===== config.mk =====
export PLATFORM = sky130hd
export DESIGN_NAME = max_min_diff_mask_pipe
export DESIGN_NICKNAME = d
export VERILOG_FILES = /design/src/rtl/max_min_diff_pkg.sv /design/src/rtl/rgb_max_min.sv /design/src/rtl/max_min_diff_mask_pipe.sv
export SDC_FILE = /design/constraint.sdc
export NUM_CORES = 1
export LEC_CHECK = 0
export ABC_AREA = 1
export CAP_MARGIN = 40
export CORE_MARGIN = 2
export CORE_UTILIZATION = 53
export CTS_CLUSTER_SIZE = 12
export DETAILED_ROUTE_END_ITERATION = 6
export MAX_ROUTING_LAYER = met4
export PLACE_DENSITY_LB_ADDON = 0.12
export SYNTH_ARGS = -nofsm -noshare
export SYNTH_HDL_FRONTEND = slang
export SYNTH_HIERARCHICAL = 1
export SYNTH_SLANG_ARGS = --single-unit

===== constraint.sdc =====
create_clock -name i_CLK -period 5.3 [get_ports i_CLK]
set_input_delay 1.06 -clock i_CLK [delete_from_list [all_inputs] [get_ports i_CLK]]
set_output_delay 1.06 -clock i_CLK [all_outputs]
set_load 0.02 [all_outputs]

===== src/rtl/max_min_diff_pkg.sv =====
// Shared types and defaults for the max-min chroma-spread mask pipeline.
//   CW_DEF / CNT_W_DEF : default channel and frame-counter widths
//   pixel_t            : packed {b,g,r} pixel at default width, r in LSBs
//   mode_e             : decision mode (single threshold / line hysteresis)
//   frame_state_e      : frame tracking FSM states
package max_min_diff_pkg;

  localparam int unsigned CW_DEF    = 8;
  localparam int unsigned CNT_W_DEF = 20;

  typedef struct packed {
    logic [CW_DEF-1:0] b;
    logic [CW_DEF-1:0] g;
    logic [CW_DEF-1:0] r;
  } pixel_t;

  typedef enum logic {
    MODE_SINGLE = 1'b0,
    MODE_HYST   = 1'b1
  } mode_e;

  typedef enum logic {
    ST_IDLE   = 1'b0,
    ST_ACTIVE = 1'b1
  } frame_state_e;

endpackage


===== src/rtl/rgb_max_min.sv =====
// Combinational maximum and minimum of three CW-bit colour channels.
//   i_r, i_g, i_b : channel values
//   o_max, o_min  : largest / smallest channel value
module rgb_max_min
  import max_min_diff_pkg::*;
#(
  parameter int unsigned CW = CW_DEF
) (
  input  logic [CW-1:0] i_r,
  input  logic [CW-1:0] i_g,
  input  logic [CW-1:0] i_b,
  output logic [CW-1:0] o_max,
  output logic [CW-1:0] o_min
);

  logic [CW-1:0] rg_max;
  logic [CW-1:0] rg_min;

  always_comb begin
    rg_max = (i_r > i_g) ? i_r : i_g;
    rg_min = (i_r < i_g) ? i_r : i_g;
    o_max  = (rg_max > i_b) ? rg_max : i_b;
    o_min  = (rg_min < i_b) ? rg_min : i_b;
  end

endmodule


===== src/rtl/max_min_diff_mask_pipe.sv =====
// Three-stage pixel pipeline: diff = max(R,G,B) - min(R,G,B), foreground mask
// decision (single threshold or per-line hysteresis) and per-frame foreground
// pixel counter.
//   i_CLK, i_RST                  : clock, async active-high reset
//   i_DATA_RGB, i_DATA_VALID      : pixel {B,G,R} and qualifier
//   i_SOF, i_SOL, i_EOF           : frame/line markers, qualified by valid
//   i_H_THRESHOLD, i_L_THRESHOLD  : high/low thresholds, i_MODE decision mode
//   o_MASK, o_DIFF, o_VALID       : per-pixel result, 3 cycles after input
//   o_SOF, o_EOF                  : delayed frame markers
//   o_FG_COUNT, o_COUNT_VALID     : last frame's foreground count and pulse
module max_min_diff_mask_pipe
  import max_min_diff_pkg::*;
#(
  parameter int unsigned CW    = CW_DEF,
  parameter int unsigned CNT_W = CNT_W_DEF
) (
  input  logic              i_CLK,
  input  logic              i_RST,
  input  logic [3*CW-1:0]   i_DATA_RGB,
  input  logic              i_DATA_VALID,
  input  logic              i_SOF,
  input  logic              i_SOL,
  input  logic              i_EOF,
  input  logic [CW-1:0]     i_H_THRESHOLD,
  input  logic [CW-1:0]     i_L_THRESHOLD,
  input  logic              i_MODE,
  output logic              o_MASK,
  output logic [CW-1:0]     o_DIFF,
  output logic              o_VALID,
  output logic              o_SOF,
  output logic              o_EOF,
  output logic [CNT_W-1:0]  o_FG_COUNT,
  output logic              o_COUNT_VALID
);

  localparam logic [CNT_W-1:0] CNT_ONE = {{(CNT_W-1){1'b0}}, 1'b1};

  // Frame tracking and threshold shadows (shadows act as the S1 copy)
  frame_state_e state_q, state_d;
  logic         in_frame_q, in_frame_d;
  logic [CW-1:0] sh_h_q, sh_h_d, sh_l_q, sh_l_d;
  mode_e        sh_mode_q, sh_mode_d;

  // S1
  logic [3*CW-1:0] s1_pix_q, s1_pix_d;
  logic s1_valid_q, s1_valid_d, s1_sof_q, s1_sof_d, s1_sol_q, s1_sol_d;
  logic s1_eof_q, s1_eof_d, s1_fr_q, s1_fr_d;

  // S2
  logic [CW-1:0] s2_max_q, s2_max_d, s2_min_q, s2_min_d;
  logic [CW-1:0] s2_h_q, s2_h_d, s2_l_q, s2_l_d;
  mode_e         s2_mode_q, s2_mode_d;
  logic s2_valid_q, s2_valid_d, s2_sof_q, s2_sof_d, s2_sol_q, s2_sol_d;
  logic s2_eof_q, s2_eof_d, s2_fr_q, s2_fr_d;

  // S3 and frame counter
  logic [CW-1:0]    s3_diff_q, s3_diff_d;
  logic             s3_mask_q, s3_mask_d, s3_valid_q, s3_valid_d;
  logic             s3_sof_q, s3_sof_d, s3_eof_q, s3_eof_d;
  logic             hyst_q, hyst_d;
  logic [CNT_W-1:0] cnt_q, cnt_d, fg_count_q, fg_count_d;
  logic             count_valid_q, count_valid_d;

  logic             start;
  logic [CW-1:0]    mm_max, mm_min, diff, low_eff;
  logic             prev_fg, mask;
  logic [CNT_W-1:0] cnt_base, cnt_next;

  rgb_max_min #(.CW(CW)) u_max_min (
    .i_r   (s1_pix_q[CW-1:0]),
    .i_g   (s1_pix_q[2*CW-1:CW]),
    .i_b   (s1_pix_q[3*CW-1:2*CW]),
    .o_max (mm_max),
    .o_min (mm_min)
  );

  always_comb begin
    start = i_DATA_VALID & i_SOF;

    // Shadows follow the inputs while idle and reload on every SOF.
    if ((state_q == ST_IDLE) || start) begin
      sh_h_d    = i_H_THRESHOLD;
      sh_l_d    = i_L_THRESHOLD;
      sh_mode_d = mode_e'(i_MODE);
    end else begin
      sh_h_d    = sh_h_q;
      sh_l_d    = sh_l_q;
      sh_mode_d = sh_mode_q;
    end

    // FSM leaves ACTIVE when EOF reaches S3, unless the next frame's SOF is
    // already in S1 (back-to-back frames).
    state_d = state_q;
    if (start)
      state_d = ST_ACTIVE;
    else if (s2_valid_q && s2_eof_q && !s1_sof_q)
      state_d = ST_IDLE;

    // Input-side frame membership tag: lets counting at S3 stay correct even
    // while the FSM is still finishing the previous frame.
    in_frame_d = in_frame_q;
    if (i_DATA_VALID) begin
      if (i_EOF)
        in_frame_d = 1'b0;
      else if (i_SOF)
        in_frame_d = 1'b1;
    end

    s1_pix_d   = i_DATA_RGB;
    s1_valid_d = i_DATA_VALID;
    s1_sof_d   = start;
    s1_sol_d   = i_DATA_VALID & i_SOL;
    s1_eof_d   = i_DATA_VALID & i_EOF;
    s1_fr_d    = i_DATA_VALID & (start | in_frame_q);

    s2_max_d   = mm_max;
    s2_min_d   = mm_min;
    s2_h_d     = sh_h_q;
    s2_l_d     = sh_l_q;
    s2_mode_d  = sh_mode_q;
    s2_valid_d = s1_valid_q;
    s2_sof_d   = s1_sof_q;
    s2_sol_d   = s1_sol_q;
    s2_eof_d   = s1_eof_q;
    s2_fr_d    = s1_fr_q;

    diff    = s2_max_q - s2_min_q;
    low_eff = (s2_l_q < s2_h_q) ? s2_l_q : s2_h_q;
    prev_fg = hyst_q & ~(s2_sol_q | s2_sof_q);
    if ((s2_mode_q == MODE_HYST) && prev_fg)
      mask = (diff >= low_eff);
    else
      mask = (diff > s2_h_q);

    hyst_d     = s2_valid_q ? mask : hyst_q;
    s3_valid_d = s2_valid_q;
    s3_diff_d  = s2_valid_q ? diff : '0;
    s3_mask_d  = s2_valid_q & mask;
    s3_sof_d   = s2_sof_q;
    s3_eof_d   = s2_eof_q;

    cnt_d         = cnt_q;
    fg_count_d    = fg_count_q;
    count_valid_d = 1'b0;
    cnt_base      = s2_sof_q ? '0 : cnt_q;
    cnt_next      = (mask && (cnt_base != '1)) ? cnt_base + CNT_ONE : cnt_base;
    if (s2_valid_q && s2_fr_q) begin
      if (s2_eof_q) begin
        fg_count_d    = cnt_next;
        count_valid_d = 1'b1;
        cnt_d         = '0;
      end else begin
        cnt_d = cnt_next;
      end
    end
  end

  always_ff @(posedge i_CLK or posedge i_RST) begin
    if (i_RST) begin
      state_q       <= ST_IDLE;
      in_frame_q    <= 1'b0;
      sh_h_q        <= '0;
      sh_l_q        <= '0;
      sh_mode_q     <= MODE_SINGLE;
      s1_pix_q      <= '0;
      s1_valid_q    <= 1'b0;
      s1_sof_q      <= 1'b0;
      s1_sol_q      <= 1'b0;
      s1_eof_q      <= 1'b0;
      s1_fr_q       <= 1'b0;
      s2_max_q      <= '0;
      s2_min_q      <= '0;
      s2_h_q        <= '0;
      s2_l_q        <= '0;
      s2_mode_q     <= MODE_SINGLE;
      s2_valid_q    <= 1'b0;
      s2_sof_q      <= 1'b0;
      s2_sol_q      <= 1'b0;
      s2_eof_q      <= 1'b0;
      s2_fr_q       <= 1'b0;
      s3_diff_q     <= '0;
      s3_mask_q     <= 1'b0;
      s3_valid_q    <= 1'b0;
      s3_sof_q      <= 1'b0;
      s3_eof_q      <= 1'b0;
      hyst_q        <= 1'b0;
      cnt_q         <= '0;
      fg_count_q    <= '0;
      count_valid_q <= 1'b0;
    end else begin
      state_q       <= state_d;
      in_frame_q    <= in_frame_d;
      sh_h_q        <= sh_h_d;
      sh_l_q        <= sh_l_d;
      sh_mode_q     <= sh_mode_d;
      s1_pix_q      <= s1_pix_d;
      s1_valid_q    <= s1_valid_d;
      s1_sof_q      <= s1_sof_d;
      s1_sol_q      <= s1_sol_d;
      s1_eof_q      <= s1_eof_d;
      s1_fr_q       <= s1_fr_d;
      s2_max_q      <= s2_max_d;
      s2_min_q      <= s2_min_d;
      s2_h_q        <= s2_h_d;
      s2_l_q        <= s2_l_d;
      s2_mode_q     <= s2_mode_d;
      s2_valid_q    <= s2_valid_d;
      s2_sof_q      <= s2_sof_d;
      s2_sol_q      <= s2_sol_d;
      s2_eof_q      <= s2_eof_d;
      s2_fr_q       <= s2_fr_d;
      s3_diff_q     <= s3_diff_d;
      s3_mask_q     <= s3_mask_d;
      s3_valid_q    <= s3_valid_d;
      s3_sof_q      <= s3_sof_d;
      s3_eof_q      <= s3_eof_d;
      hyst_q        <= hyst_d;
      cnt_q         <= cnt_d;
      fg_count_q    <= fg_count_d;
      count_valid_q <= count_valid_d;
    end
  end

  assign o_MASK        = s3_mask_q;
  assign o_DIFF        = s3_diff_q;
  assign o_VALID       = s3_valid_q;
  assign o_SOF         = s3_sof_q;
  assign o_EOF         = s3_eof_q;
  assign o_FG_COUNT    = fg_count_q;
  assign o_COUNT_VALID = count_valid_q;

endmodule


; ---- Word-level counts from Yosys, hierarchy flattened
; Index checks and enable logic that the tools add are counted.
; W data, S select, Z words.
[classes]
n_mux = 16
bitwise_logic = 10
n_eq_ne = 1
n_reduce_logical = 11
n_addsub = 2
n_lt_le_gt_ge = 7
[op_table]
columns = cell, n
row1 = $mux W20, 3
row2 = $mux W8, 6
row3 = $gt A8 B8 Y1, 3
row4 = $lt A8 B8 Y1, 3
row5 = $add A20 B1 Y20 const B, 1
row6 = $ne A20 B20 Y1 const B, 1
row7 = $ge A8 B8 Y1, 1
row8 = $sub A8 B8 Y8, 1
row9 = $mux W1, 7
row10 = $and A1 B1 Y1, 6
row11 = $logic_and A1 B1 Y1, 5
row12 = $reduce_and A2 Y1, 2
row13 = $reduce_bool A2 Y1, 2
row14 = $not A1 Y1, 2
row15 = $or A1 B1 Y1, 2
row16 = $logic_not A1 Y1, 1
row17 = $logic_or A1 B1 Y1, 1
[word_totals]
word_cells = 77
in_bits = 47
reg_bits = 140
out_inout_bits = 33

; ---- Longest topological paths before layout
; Gate-level depths: netlist (run 1).
[logic_depth]
ltp_word = 8
mapped_depth = 25
depth_no_buf = 24

; ---- Cells and area by module
; The synthesis (run 1) kept the hierarchy.
[by_module_without_submodules]
columns = mod, area_each_um2, seq_area_each_um2, cells_each, n_inst
row1 = max_min_diff_mask_pipe, 6297.3, 3503.4, 662, 1
row2 = rgb_max_min, 1031.0, 0.0, 173, 1

; ---- Worst setup path after synthesis (run 1)
; OpenSTA, ideal clock, no wires.
[synth_timing]
kind = register to register
from = register s2_max_q[0]
to = register cnt_q[0]
arrival_ns = 2.927
setup_slack_ns = 2.255
path_buffers = 1
required_ns = 5.183
synth_period_minus_slack_ns = 3.045
stages_incl_launch_ff = 26
path_cell_list = dfrtp_1 inv_1 ha_1 inv_1 fa_1 nand2_1 inv_1 o21ai_0 nand2_1 nand2_1 nand2_1 a21oi_1 xnor2_1 ha_1 nand2_1 nor2_1 nand2_1 nand2_1 nand2_1 nand2_1 nand3_4 buf_8 inv_2 nand2_2 nand3_1 nand2_1
[synth_between]
elab_chain_cells = 6
elab_cells_between_ends = 7
[synth_rtl]
columns = item, line
row1 = from (decl), max_min_diff_mask_pipe.sv:50  ; logic [CW-1:0] s2_max_q, s2_max_d, s2_min_q, s2_min_d;
row2 = from (signal assigned), max_min_diff_mask_pipe.sv:202  ; s2_max_q <= s2_max_d;
row3 = $sub A8 B8 Y8 *, max_min_diff_mask_pipe.sv:127  ; diff = s2_max_q - s2_min_q;
row4 = $gt A8 B8 Y1 or $ge A8 B8 Y1 (tied branches), "max_min_diff_mask_pipe.sv:133, max_min_diff_mask_pipe.sv:131"
row5 = $mux W1 *, max_min_diff_mask_pipe.sv:130  ; if ((s2_mode_q == MODE_HYST) && prev_fg)
row6 = $logic_and A1 B1 Y1 *, max_min_diff_mask_pipe.sv:146  ; cnt_next = (mask && (cnt_base != '1)) ? cnt_base + CNT_ONE : cnt_base;
row7 = $mux W20 *, max_min_diff_mask_pipe.sv:146
row8 = $mux W20 *, max_min_diff_mask_pipe.sv:148  ; if (s2_eof_q) begin
row9 = to (signal assigned), max_min_diff_mask_pipe.sv:218  ; cnt_q <= cnt_d;
row10 = to (decl), max_min_diff_mask_pipe.sv:61  ; logic [CNT_W-1:0] cnt_q, cnt_d, fg_count_q, fg_count_d;
; Mark *: on every way between the ends. The rest lies on a longest branch, timed or not.
; A chain may end at the register's enable or synchronous reset.

; ---- Worst setup path after layout (run 1)
[layout_timing]
from = register s2_max_q[0]
to = register cnt_q[13]
; The elaborated chain is that of the path after synthesis.

==> impl_metrics.csv, run 1 <==
group,metric,value,unit
run_status,outcome,"finished clean",
timing,post-route-min-period,3760,ps
route,drt-total-wl,15300,microns
cells_and_area,final_cell_mix,"nand2_1, dfrtp_1, inv_1, clkdlybuf4s50_1, ha_1",
clock_network,post_cts_resized,0,
floorplanning,rows,42,
synth,ys_top_cells_by_area,"dfrtp_1, nand2_1, ha_1, inv_1, nand3_1",
synth,synthCells,835,
critical_path,worstReg2RegEnd,"cnt_q[13]",
worst_hold_path,min_to,"s2_eof_q",
floorplanning,pin_count,80,
timing,tightest_slew,797,ps
global_route,first_global_vias,5758,
timing,slew_viol_final,0,
cells_and_area,drive_above_1_share,11.1,%
synth,synth-simple-area-share,24.8,%
floorplanning,die_w,122,microns
route,drt_first_pass_iters,4,
clock_network,cts_made_buffers,17,
synth,synth_area_per_cell,8.78,sq um
synth,seq_area_frac_synth,47.8,%
placement,dpl_worst_slack,1620,ps
clock_network,root_buffer,"clkbuf_16",
floorplanning,coreArea,0.0133,sq mm
timing,rsz0062_at_grt,"false",
cells_and_area,multiInputGateArea,0.00330,sq mm
run,max_cap_viol_count,0,
placement,place_congestion,0.947,
route,viasPerCell,5.14,
global_route,grt_pass1_wl,25700,microns
route,vias,5700,
global_route,grt.total_usage,22.7,%
power_and_ir_drop,cellPowerDensity,432,mW/mm^2
critical_path,rr_worst_depth,24,
clock_network,cts_tree,"yes",
floorplanning,die_h,122,microns
synth,synth_cell_types,41,
power_and_ir_drop,power_frac_seq,33.3,%
synth,synth_top_area_cell,"dfrtp_1",
power_and_ir_drop,combPwrFrac,34.1,%
clock_network,clockBufferDepth,2,
floorplanning,dieArea,0.0148,sq mm
placement,io_buffer_count,79,
synth,netlist_area,0.00733,sq mm
worst_hold_path,min_from,"s1_eof_q",
global_route,grt_max_degree,90,
cells_and_area,layout_commonest_cell,"nand2_1",
synth,synth_fa_ha_area_share,9.49,%
cells_and_area,final_nets,1022,
global_route,antenna_found_initial,0,
clock_network,clk_latency,410,ps
route,dr.first_iter.drc_count,358,
synth,synth_xor_area_share,1.31,%
cells_and_area,areaGrowthSynthToFinish,21.6,%
timing,hold_viol_final,0,
power_and_ir_drop,p_leak,4.41,nW
critical_path,cp_max_fo,19,
global_route,grt-ovfl-total,0,
route,wire_per_inst,13.8,microns
synth,synth_compound_area_share,6.78,%
synth,synthesis.nets,937,
clock_network,clk_pin_slew,60,ps
synth,yosys.area.top_type_share,47.8,%
power_and_ir_drop,internal_power,2.49,mW
power_and_ir_drop,p_sw,1.36,mW
timing,fin_skew,7.16,ps
critical_path,cp.arrival,4050,ps
cells_and_area,design_area,0.00891,sq mm
clock_network,postCtsSetupBuffers,0,
route,ant_nets,0,
synth,ys_seq_elements,140,
worst_hold_path,hold_class,"flip-flop to flip-flop",
cells_and_area,antenna_cells,0,
critical_path,start_kind,"flip-flop",
placement,place.detailed.hpwl,11200,microns
worst_hold_path,hold_depth,0,
critical_path,end_kind,"flip-flop",
cells_and_area,seq_area,0.00350,sq mm
timing,worst_hold_slack,347,ps
critical_path,critical_path_class,"flip-flop to flip-flop",
cells_and_area,n_fill_cell,1069,
timing,tns,0,ps
timing,fin_crit_sh,70.9,%
synth,ys_warn_count,6,
clock_network,cts_sinks,140,
clock_network,hold_buffers,0,
timing,setup_violations,0,
timing,clock.fmax,0.266,GHz
timing,max_slew_margin,46.7,%
synth,synth.area.mux_share,2.61,%
critical_path,r2r_slack,1540,ps
synth,synth_top_family_by_area,"simple AND/OR/NAND/NOR gates",
critical_path,critPathRequiredTime,5600,ps
power_and_ir_drop,power_switching_share,35.3,%
critical_path,worstSetupStartpoint,"s2_max_q[0]",
critical_path,r2r-start,"s2_max_q[0]",
placement,place_area,0.00828,sq mm
power_and_ir_drop,peakVddDrop,0.263,mV
floorplanning,start_util,54.9,%
route,drc,0,
clock_network,h-tree-depth,4,
timing,fin_ws,1540,ps
power_and_ir_drop,finalPower,3.85,mW
power_and_ir_drop,power_frac_clock,32.6,%
## state kept, by name, summed over array words and instances (netlist names), 8 cells and up
signal and flops:
s1_pix_q 24, cnt_q 20, o_FG_COUNT 20, o_DIFF 8, s2_h_d 8, s2_h_q 8
s2_l_d 8, s2_l_q 8, s2_max_q 8, s2_min_q 8
## stage by stage
stage | util, % | cells
final | 66.8 | 1108
after floorplan | - | 835
after CTS | 66.7 | 1107
after detailed placement | 62.0 | 1076
after global placement | 61.8 | 1075
after global routing | 66.8 | 1108
## synthesized netlist by cell type
library cell,count
a211oi_2,1
a21o_1,2
a21oi_1,21
a21oi_2,1
and2_1,1
buf_2,7
buf_6,4
buf_8,1
clkbuf_1,6
clkbuf_4,1
clkinv_1,1
dfrtp_1,140
fa_1,1
ha_1,54
inv_1,100
inv_2,3
inv_6,1
mux2_2,17
nand2_1,248
nand2_2,8
nand2_4,3
nand3_1,49
nand3_2,3
nand3_4,4
nand3b_1,1
nand4_1,15
nor2_1,53
nor2_2,6
nor2_4,4
nor3_1,5
nor3_2,3
nor3_4,1
o211ai_1,3
o21a_1,1
o21ai_0,31
o21ai_1,12
o21ai_2,9
o21ai_4,1
o21bai_1,2
xnor2_1,5
xor2_1,6
## kinds of logic after synthesis
kind of cell | count (synthesis)
adders and majority gates | 55
buffers and inverters | 124
xor gates and xnor gates | 11
AOI/OAI and AO/OA | 84
DFF | 140
and+or+nand+nor | 404
muxes | 17
## critical path, cell delays in order (launching register included)
cell	delay, ps
dfrtp_1	360
inv_1	50
ha_1	140
inv_1	50
fa_1	380
nand2_1	80
inv_1	60
o21ai_0	200
nand2_1	80
nand2_1	80
nand2_1	60
a21oi_1	150
xnor2_1	130
ha_1	290
nand2_1	60
nor2_1	140
nand2_1	70
nand2_1	50
nand2_1	40
nand2_1	450
nand3_4	350
nand2_1	150
o21ai_1	100
nand2_1	70
nand2_1	60
## worst max-delay path by stage
| stage | end | cells past startpoint |
|---|---|---|
| 6_report | cnt_q[13] | 24 |
| 3_3_place_gp | o_FG_COUNT[3] | 23 |
| 4_1_cts | o_FG_COUNT[17] | 18 |
| 3_5_place_dp | cnt_q[3] | 23 |
| 5_1_grt | cnt_q[3] | 23 |
| 2_1_floorplan | cnt_q[0] | 1 |
## per-layer routing
| layer | global-route usage (%) | up-vias | share of wire (%) |
|---|---|---|---|
| met5 | - | - | 0 |
| met4 | 8.41 | 0 | 2.4 |
| met3 | 4.78 | 27 | 3.5 |
| met2 | 40.3 | 132 | 52 |
| met1 | 25.1 | 2689 | 42 |
| li1 | - | 2852 | - |
## area by class of cell
class	count	area share (%)
well taps	176	2.47
clock inverters	13	2.15
clock buffers	18	4.93
multi-input cells	571	37.0
repair buffers	85	9.60
inverters	105	4.53
flip-flops and latches	140	39.3
## power groups by stage
stage / sequential, mW / clock (mW) / combinational [mW]
floorplan: 1.33 / 0 / 0.923
global placement: 1.30 / 0 / 1.22
global route: 1.30 / 1.33 / 1.48
finish: 1.28 / 1.26 / 1.31
detailed placement: 1.30 / 0 / 1.28
CTS: 1.28 / 1.28 / 1.30
Note: power is estimated with default switching activity, not from simulation.
==> run 2, diff against run 1 <==
clock period = 3.8 ns   (was 5.3 ns; I/O delays follow)
==> run 2 against run 1 <==
  * Sequential share of layout area shrank 0.055 points
  * Global-route usage is 0.67 points higher
  * Largest power group unchanged
  * Largest cell class unchanged
  * Hold slack worse by 1.8 ps
  * Clock skew is essentially flat
  * Sequential power increased by 40%
==> impl_metrics.csv, run 2 (same netlist as run 1, synthesis figures left out) <==
group,metric,value,unit
critical_path,critical_path_class,"flip-flop to flip-flop",
critical_path,start_kind,"flip-flop",
critical_path,critPathBufInv,4,
floorplanning,pin_count,80,
timing,max_slew_margin,38.2,%
cells_and_area,drive_above_1_share,11.2,%
floorplanning,rows,42,
route,ant_nets,0,
cells_and_area,antenna_cells,0,
placement,place_area,0.00830,sq mm
critical_path,path_cells,"inv_1 -> ha_1 -> inv_1 -> fa_1 -> nand2_1 -> inv_1 -> o21ai_0 -> nand2_1 -> nand2_1 -> nand2_1 -> a21oi_1 -> xnor2_1 -> ha_1 -> nand2_1 -> nor2_1 -> nand2_1 -> nand2_1 -> nand2_1 -> nand2_1 -> buf_4 -> nand3_1 -> o21ai_1 -> nand3_1 -> nand2_1",
cells_and_area,final_nets,1023,
floorplanning,die_w,122,microns
critical_path,critPathRequiredTime,4160,ps
global_route,antenna_found_initial,0,
critical_path,critical-path-max-stage-delay,390,ps
power_and_ir_drop,p_leak,4.41,nW
placement,io_buffer_count,79,
clock_network,clockBufferDepth,2,
critical_path,cp.arrival,3760,ps
floorplanning,die_h,122,microns
clock_network,root_buffer,"clkbuf_16",
timing,tightest_slew,923,ps
power_and_ir_drop,cellPowerDensity,601,mW/mm^2
route,drt-total-wl,15700,microns
timing,clock.fmax,0.294,GHz
timing,fin_crit_sh,89.6,%
route,vias,5767,
timing,fin_ws,396,ps
timing,tns,0,ps
clock_network,cts_tree,"yes",
clock_network,clk_latency,420,ps
global_route,grt.total_usage,23.3,%
clock_network,h-tree-depth,4,
timing,rsz0062_at_grt,"false",
route,viasPerCell,5.20,
critical_path,cp_top_family,"simple AND/OR/NAND/NOR gates",
floorplanning,coreArea,0.0133,sq mm
floorplanning,dieArea,0.0148,sq mm
critical_path,timing.critical_path.mode_cell,"nand2_1",
clock_network,hold_buffers,0,
timing,hold_viol_final,0,
clock_network,postCtsSetupBuffers,0,
power_and_ir_drop,peakVddDrop,0.576,mV
timing,fin_skew,6.79,ps
timing,setup_violations,0,
timing,slew_viol_final,0,
global_route,grt-ovfl-total,0,
cells_and_area,final_cell_mix,"nand2_1, dfrtp_1, inv_1, clkdlybuf4s50_1, ha_1",
run_status,outcome,"finished clean",
critical_path,end_kind,"flip-flop",
global_route,first_global_vias,5948,
cells_and_area,regMostFlops,"s1_pix_q",
cells_and_area,largest_reg_flops,24,
clock_network,cts_made_buffers,17,
floorplanning,start_util,54.9,%
global_route,grt_pass1_wl,26400,microns
cells_and_area,layout_commonest_cell,"nand2_1",
route,wire_per_inst,14.1,microns
clock_network,clk_pin_slew,60,ps
worst_hold_path,hold_class,"flip-flop to flip-flop",
placement,place_congestion,0.942,
route,drc,0,
clock_network,post_cts_resized,0,
global_route,grt_max_degree,58,
critical_path,critical-path-slowest-cell,"fa_1",
timing,post-route-min-period,3400,ps
placement,place.detailed.hpwl,11400,microns
route,drt_first_pass_iters,5,
critical_path,r2r_slack,400,ps
clock_network,cts_sinks,140,
run,max_cap_viol_count,0,
critical_path,cp_max_fo,14,
route,dr.first_iter.drc_count,359,
cells_and_area,design_area,0.00893,sq mm
cells_and_area,areaGrowthSynthToFinish,21.8,%
placement,dpl_worst_slack,443,ps
## run 2: cell count changes in the layout (fill, tap and decap cells not counted)
cell        previous run  this run
buf_12                 0         2
clkinv_2               1         3
buf_16                 1         0
clkinv_4               3         2
clkinvlp_4             3         4
inv_6                  4         3
## run 2: final cells by class
type                       instances  area (sq um)
clock buffer                      18           439
clock inverter                    14           193
fill                            1103          4420
inverter                         105           403
multi-input combinational        571          3300
sequential                       140          3500
tap                              176           220
timing repair buffer              86           868
## run 2: final timing paths
check | from | depth (start not counted) | end
min in group asynchronous | i_RST | 2 | o_SOF
max in group asynchronous | i_RST | 3 | s2_h_q[4]
worst max register to register | s2_max_q[0] | 24 | o_FG_COUNT[18]
worst min-delay path | s1_valid_q | 0 | s2_valid_q
worst max-delay path | s2_max_q[0] | 24 | o_FG_COUNT[18]
worst min register to register | s1_valid_q | 0 | s2_valid_q
## run 2: report_power, final
group / switching [mW] / internal, mW
clock network: 0.640 / 1.12
logic: 1.15 / 0.679
registers: 0.0943 / 1.69
total: 1.88 / 3.49
## run 2: metal layers
layer  wire (microns)  track usage, %  share of wire, %  up-vias
met5                0               -                 0        -
met4              277            8.33               1.8        0
met3              630            5.15               4.0       22
met2             8390            42.0                53      124
met1             6390            25.4                41     2776
li1                 -               -                 -     2845
## run 2: per-stage QoR
step	instances	utilization (%)	power, mW	hold slack [ps]
5_1_grt	1110	66.9	5.72	372
6_report	1110	66.9	5.37	345
3_5_place_dp	1078	62.1	3.62	337
3_3_place_gp	1078	62.1	3.55	332
4_1_cts	1110	66.9	5.41	349
2_1_floorplan	835	-	3.14	331
==> run 3, diff against run 2 <==
HOLD_SLACK_MARGIN = 0.02   (was default)
==> results of run 3 <==
No change in the layout: final DEF, timing and power equal those of run 2.
